===== config.mk =====
export PLATFORM = sky130hd
export DESIGN_NAME = chan_mux_seq_flat
export DESIGN_NICKNAME = d
export VERILOG_FILES = /design/src/rtl/chan_mux_pkg.sv /design/src/rtl/chan_mux_seq_if.sv /design/src/rtl/chan_mux_dwell.sv /design/src/rtl/chan_mux_seq.sv /design/src/flat_wrapper.sv
export SDC_FILE = /design/constraint.sdc
export NUM_CORES = 1
export LEC_CHECK = 0
export ABC_AREA = 0
export BUFFER_PORTS_ARGS = -buffer_cell sky130_fd_sc_hd__buf_2
export CAP_MARGIN = 20
export CELL_PAD_IN_SITES_DETAIL_PLACEMENT = 1
export CELL_PAD_IN_SITES_GLOBAL_PLACEMENT = 1
export CORE_AREA = 2 2 83 77
export CTS_CLUSTER_DIAMETER = 50
export CTS_CLUSTER_SIZE = 16
export DETAILED_ROUTE_END_ITERATION = 16
export DIE_AREA = 0 0 85 79
export HOLD_SLACK_MARGIN = 0.03
export PLACE_DENSITY = 0.86
export SLEW_MARGIN = 10
export SYNTH_ARGS = -nofsm -noshare
export SYNTH_HDL_FRONTEND = slang
export SYNTH_HIERARCHICAL = 1
export SYNTH_SLANG_ARGS = --single-unit

===== constraint.sdc =====
create_clock -name clk -period 1.83 [get_ports clk]
set_input_delay 0 -clock clk [delete_from_list [all_inputs] [get_ports clk]]
set_output_delay 0 -clock clk [all_outputs]
set_load 0.01 [all_outputs]

===== src/rtl/chan_mux_pkg.sv =====
// Shared types and width helpers for the registered channel selector.
package chan_mux_pkg;

  typedef enum logic [1:0] {
    IDLE   = 2'd0,
    MANUAL = 2'd1,
    SCAN   = 2'd2
  } mux_state_t;

  // Index width for a count of n items; never narrower than one bit.
  function automatic int sel_width(input int n);
    return (n > 2) ? $clog2(n) : 1;
  endfunction

endpackage


===== src/rtl/chan_mux_seq_if.sv =====
// Channel data bus plus the valid/ready output stream of chan_mux_seq.
interface chan_mux_seq_if #(
  parameter int N = 8,
  parameter int W = 8
);
  import chan_mux_pkg::*;
  localparam int SW = sel_width(N);

  logic [N*W-1:0] d;
  logic [W-1:0]   y;
  logic [SW-1:0]  y_ch;
  logic           y_valid;
  logic           out_ready;

  modport master (
    input  d,
    input  out_ready,
    output y,
    output y_ch,
    output y_valid
  );

  modport slave (
    output d,
    output out_ready,
    input  y,
    input  y_ch,
    input  y_valid
  );
endinterface


===== src/rtl/chan_mux_dwell.sv =====
// Counts accepted samples on the current scan channel and flags the last one.
module chan_mux_dwell import chan_mux_pkg::*; #(
  parameter  int DWELL = 4,
  localparam int DW    = sel_width(DWELL)
) (
  input  logic clk,
  input  logic rst_n,
  input  logic clr,
  input  logic inc,
  output logic wrap
);

  localparam logic [DW-1:0] LAST = DW'(DWELL - 1);

  logic [DW-1:0] cnt;

  assign wrap = inc && (cnt == LAST);

  always_ff @(posedge clk or negedge rst_n) begin
    if (!rst_n) begin
      cnt <= '0;
    end else if (clr) begin
      cnt <= '0;
    end else if (inc) begin
      cnt <= wrap ? '0 : cnt + 1'b1;
    end
  end

endmodule


===== src/rtl/chan_mux_seq.sv =====
// Registered N:1 channel selector with manual select, auto-scan and a
// valid/ready output register.
module chan_mux_seq import chan_mux_pkg::*; #(
  parameter  int N     = 8,
  parameter  int W     = 8,
  parameter  int DWELL = 4,
  localparam int SW    = sel_width(N)
) (
  input  logic          clk,
  input  logic          rst_n,
  input  logic          en,
  input  logic          mode,
  input  logic [SW-1:0] sel_in,
  input  logic          sel_load,
  output logic          sel_err,
  chan_mux_seq_if.master bus
);

  localparam logic [SW:0]   N_EXT   = (SW+1)'(N);
  localparam logic [SW-1:0] LAST_CH = SW'(N - 1);

  mux_state_t    state, state_nxt;
  logic [SW-1:0] cur;
  logic [W-1:0]  sel_data;
  logic          cap;
  logic          sel_ok;
  logic          scan_inc;
  logic          dwell_clr;
  logic          wrap;

  always_ff @(posedge clk or negedge rst_n) begin
    if (!rst_n) state <= IDLE;
    else        state <= state_nxt;
  end

  always_comb begin
    state_nxt = IDLE;
    if (en) state_nxt = mode ? SCAN : MANUAL;
  end

  // A new sample is taken whenever the output slot is empty or being drained.
  assign cap       = (state != IDLE) && (!bus.y_valid || bus.out_ready);
  assign sel_ok    = sel_load && ({1'b0, sel_in} < N_EXT);
  assign scan_inc  = cap && (state == SCAN);
  // Holding the counter clear outside SCAN makes every SCAN entry start fresh.
  assign dwell_clr = sel_ok || (state != SCAN);

  chan_mux_dwell #(.DWELL(DWELL)) u_dwell (
    .clk   (clk),
    .rst_n (rst_n),
    .clr   (dwell_clr),
    .inc   (scan_inc),
    .wrap  (wrap)
  );

  always_comb begin
    sel_data = '0;
    for (int k = 0; k < N; k++) begin
      if (cur == SW'(k)) sel_data = bus.d[k*W +: W];
    end
  end

  // An explicit load overrides the scan advance in the same cycle.
  always_ff @(posedge clk or negedge rst_n) begin
    if (!rst_n) begin
      cur <= '0;
    end else if (sel_ok) begin
      cur <= sel_in;
    end else if (wrap) begin
      cur <= (cur == LAST_CH) ? '0 : cur + 1'b1;
    end
  end

  // ---- output register stage ----
  always_ff @(posedge clk or negedge rst_n) begin
    if (!rst_n) begin
      bus.y       <= '0;
      bus.y_ch    <= '0;
      bus.y_valid <= 1'b0;
      sel_err     <= 1'b0;
    end else begin
      sel_err <= sel_load && !sel_ok;
      if (cap) begin
        bus.y       <= sel_data;
        bus.y_ch    <= cur;
        bus.y_valid <= 1'b1;
      end else if (bus.y_valid && bus.out_ready) begin
        bus.y_valid <= 1'b0;
      end
    end
  end

endmodule


===== src/flat_wrapper.sv =====
// flat-port wrapper written by rule: the top's interface ports become plain ports
module chan_mux_seq_flat import chan_mux_pkg::*;
#(
  parameter  int N     = 8,
  parameter  int W     = 8,
  parameter  int DWELL = 4,
  localparam int SW    = sel_width(N)
)
  (clk, rst_n, en, mode, sel_in, sel_load, sel_err, bus_d, bus_out_ready, bus_y, bus_y_ch, bus_y_valid);
  chan_mux_seq_if #(.N(N), .W(W)) bus_i ();
  input  logic clk;
  input  logic rst_n;
  input  logic en;
  input  logic mode;
  input  logic [SW-1:0] sel_in;
  input  logic sel_load;
  output logic sel_err;
  input wire logic [$bits(bus_i.d)-1:0] bus_d;
  input wire logic [$bits(bus_i.out_ready)-1:0] bus_out_ready;
  output wire logic [$bits(bus_i.y)-1:0] bus_y;
  output wire logic [$bits(bus_i.y_ch)-1:0] bus_y_ch;
  output wire logic [$bits(bus_i.y_valid)-1:0] bus_y_valid;
  assign bus_i.d = bus_d;
  assign bus_i.out_ready = bus_out_ready;
  assign bus_y = bus_i.y;
  assign bus_y_ch = bus_i.y_ch;
  assign bus_y_valid = bus_i.y_valid;
  chan_mux_seq #(.N(N), .W(W), .DWELL(DWELL)) u_core (.clk(clk), .rst_n(rst_n), .en(en), .mode(mode), .sel_in(sel_in), .sel_load(sel_load), .sel_err(sel_err), .bus(bus_i));
endmodule

==> reports/metrics.cfg <==
[placed_design]
dpl-instance-area_sq_um = 2130
place.gp.congestion = 0.792
portBuffers = 84
dpl.hpwl_um = 5090
dp_cells = 358
dpl_worst_slack_ns = -0.132

[cts]
cts_root_buffer = clkbuf_8
cts_max_level = 1
cts_sinks = 19
ctsLongestPathBuffers = 2
numCtsBuffers = 3
path_clk_slew_ns = 0.08
cts_tree = yes
insertion_delay_ns = 0.27

[floorplan]
rows = 27
fp.coreArea_sq_um = 5910
die_area_sq_um = 6720
die_w_um = 85
io_pins = 86
initial_core_util_pct = 27.0
dieHeight_um = 79

[logic_synthesis]
synth_top_area_share_pct = 29.8
synth_warnings = 6
ys_seq_area_share_pct = 29.8
yosys-top-cells-count = nand2_1 (22), dfrtp_1 (19), inv_1 (19), a21oi_1 (16), o21ai_0 (13)
syn_area_per_cell_sq_um = 7.90
ys_seq_elements = 19
async_flop_share_pct = 100
synth.most_common_cell = nand2_1
synth_ff_type = dfrtp_1
synth_top_area_cell = dfrtp_1
synth_nets = 282
netlist_instances = 202
synth_area_leaders = dfrtp_1 (30%), ha_1 (5.5%), nand2_1 (5.2%)
synth_edf_count = 0
yosysUniqueCellTypes = 38
syn-cell-area_sq_um = 1600

[route]
routed_wl_um = 7050
drc = 0
topRoutingLayerUsed = met4
dr.pass1.iters = 4
wl_per_cell_um = 18.6
wl_met2_um = 3620
wl_met1_um = 2830
drt-initial-drc-count = 145
antenna_left = 0
num_vias = 2049
vias_per_cell = 5.41
route.met3.wl_um = 450

[setup_path]
worstSetupStartpointType = register
crit_chain = ha_4 > ha_4 > buf_4 > nor3b_1 > a2111oi_2 > o31ai_1 > a32oi_1
path_buf_inv = 1
cp_max_fo = 6
cp_slowest_cell = dfrtp_2
cp_data_arrival_time_ns = 2.06
critPathTopFamily = compound AO/OA/AOI/OAI gates
cp_common_cell = ha_4
cpPeakStageDelay_ns = 0.47
end_kind = register
worstSetupPathType = register to register
required_ns = 2.01

[final_layout]
layout-drive-gt1-share_pct = 42.7
diodes = 0
area_delta_synth_final_pct = 55.2
fin_area_sq_um = 2480
nets = 388
final_util_pct = 41.9
fin_cells = 379

[status]
status = complete, but fails checks
violations = negative setup slack

[global_routing]
grt-ovfl-total = 0
grt_pass1_vias = 2088
grtUsageTotal_pct = 18.9
antenna_found_initial = 0
grt_max_degree = 20
grt_pass1_wl_um = 10100

[sta]
finalMaxSlewViolations = 0
hold_viol = 0
fin_setup_tns_ns = -0.0512
finalSetupViolations = 1
rsz0062_at_grt = true
worst_slack_ns = -0.0512
fin_crit_ns = 1.88
clock_skew_ns = 0.00353
post-route-period-util_pct = 103
worst_hold_slack_ns = 0.0323
fmax_mhz = 532

[pwr]
peakVddDrop_mv = 0.296
p_leak_nw = 1.15
powerDensity_nw_per_um2 = 633
finalPower_mw = 1.57

[worst_hold_path]
holdCritPathClass = primary input to register

[flow_run]
cap_violations = 0

==> routing by layer <==
layer  track usage, %  up-vias
li1                 -      942
met1             23.1     1001
met2             34.7       90
met3             2.91       16
met4             4.44        0
met5                0        -
==> area by class of cell <==
type / count / area [sq um]
fill: 736 / 3430
multi-input combinational: 150 / 1080
clock inverter: 1 / 5.00
tap: 72 / 90.1
inverter: 19 / 76.3
clock buffer: 3 / 41.3
sequential: 19 / 478
timing repair buffer: 115 / 706
==> worst reg2reg max path: stages (launching register included) <==
cell and delay, ns:
dfrtp_2 0.47, ha_4 0.19, ha_4 0.18, buf_4 0.15, nor3b_1 0.07, a2111oi_2 0.30, o31ai_1 0.17, a32oi_1 0.26
==> final timing paths <==
| check | end | slack (ns) | startpoint | cells after the start |
|---|---|---|---|---|
| max reg2reg | u_core/bus.y[1] | -0.05 | u_core/cur[0] | 7 |
| min in group asynchronous | u_core/bus.y[2] | 0.22 | rst_n | 2 |
| max in group asynchronous | u_core/cur[1] | 1.25 | rst_n | 2 |
| min reg2reg | u_core/bus.y_ch[2] | 0.49 | u_core/bus.y_ch[2] | 2 |
| min | u_core/bus.y[5] | 0.03 | bus_d[53] | 3 |
| max | u_core/bus.y[1] | -0.05 | u_core/cur[0] | 7 |
==> cell families (layout without fill, tap and decap cells) <==
| logic type | count (synthesis) | in the layout | share of synthesized area [%] |
|---|---|---|---|
| and+or+nand+nor | 71 | 71 | 23.4 |
| muxes | 3 | 3 | 1.88 |
| buffers and inverters | 33 | 138 | 9.80 |
| DFF | 19 | 19 | 29.8 |
| other | 1 | 1 | 0.235 |
| adders and majority gates | 7 | 7 | 5.49 |
| AOI/OAI and AO/OA | 68 | 68 | 29.5 |
==> timing repair <==
| action | 4_1_cts | 5_1_grt |
|---|---|---|
| resized for setup | 7 | 25 |
| hold buffers | 10 | 0 |
| endpoints found under the hold margin | 26 | 0 |
| setup buffers | 1 | 6 |
| endpoints found under the setup margin | 7 | 8 |
| gates cloned | 0 | 0 |
| pin swaps | 0 | 6 |
==> state kept, by name (all words and copies together), names as in the netlist <==
signal              flops
u_core/bus.y            8
u_core/bus.y_ch         3
u_core/cur              3
u_core/state            2
u_core/u_dwell/cnt      2
u_core/bus.y_valid      1
==> cells in the final DEF, fill, tap and decap left out, types with 8 or more instances in the layout <==
| cell | synthesis | routed |
|---|---|---|
| nor2_1 | 11 | 10 |
| dlygate4sd3_1 | 0 | 10 |
| dfrtp_1 | 19 | 17 |
| inv_1 | 19 | 17 |
| nor2b_1 | 8 | 8 |
| buf_2 | 5 | 84 |
| a21oi_1 | 16 | 16 |
| o21ai_0 | 13 | 13 |
| buf_4 | 3 | 17 |
| nand2_1 | 22 | 22 |
==> power breakdown <==
group	leakage, nW	switching (mW)	internal [mW]
sequential	0.236	0.0494	0.487
combinational	0.890	0.377	0.335
clock	0.0255	0.168	0.152
(Power assumes the default switching activity.)
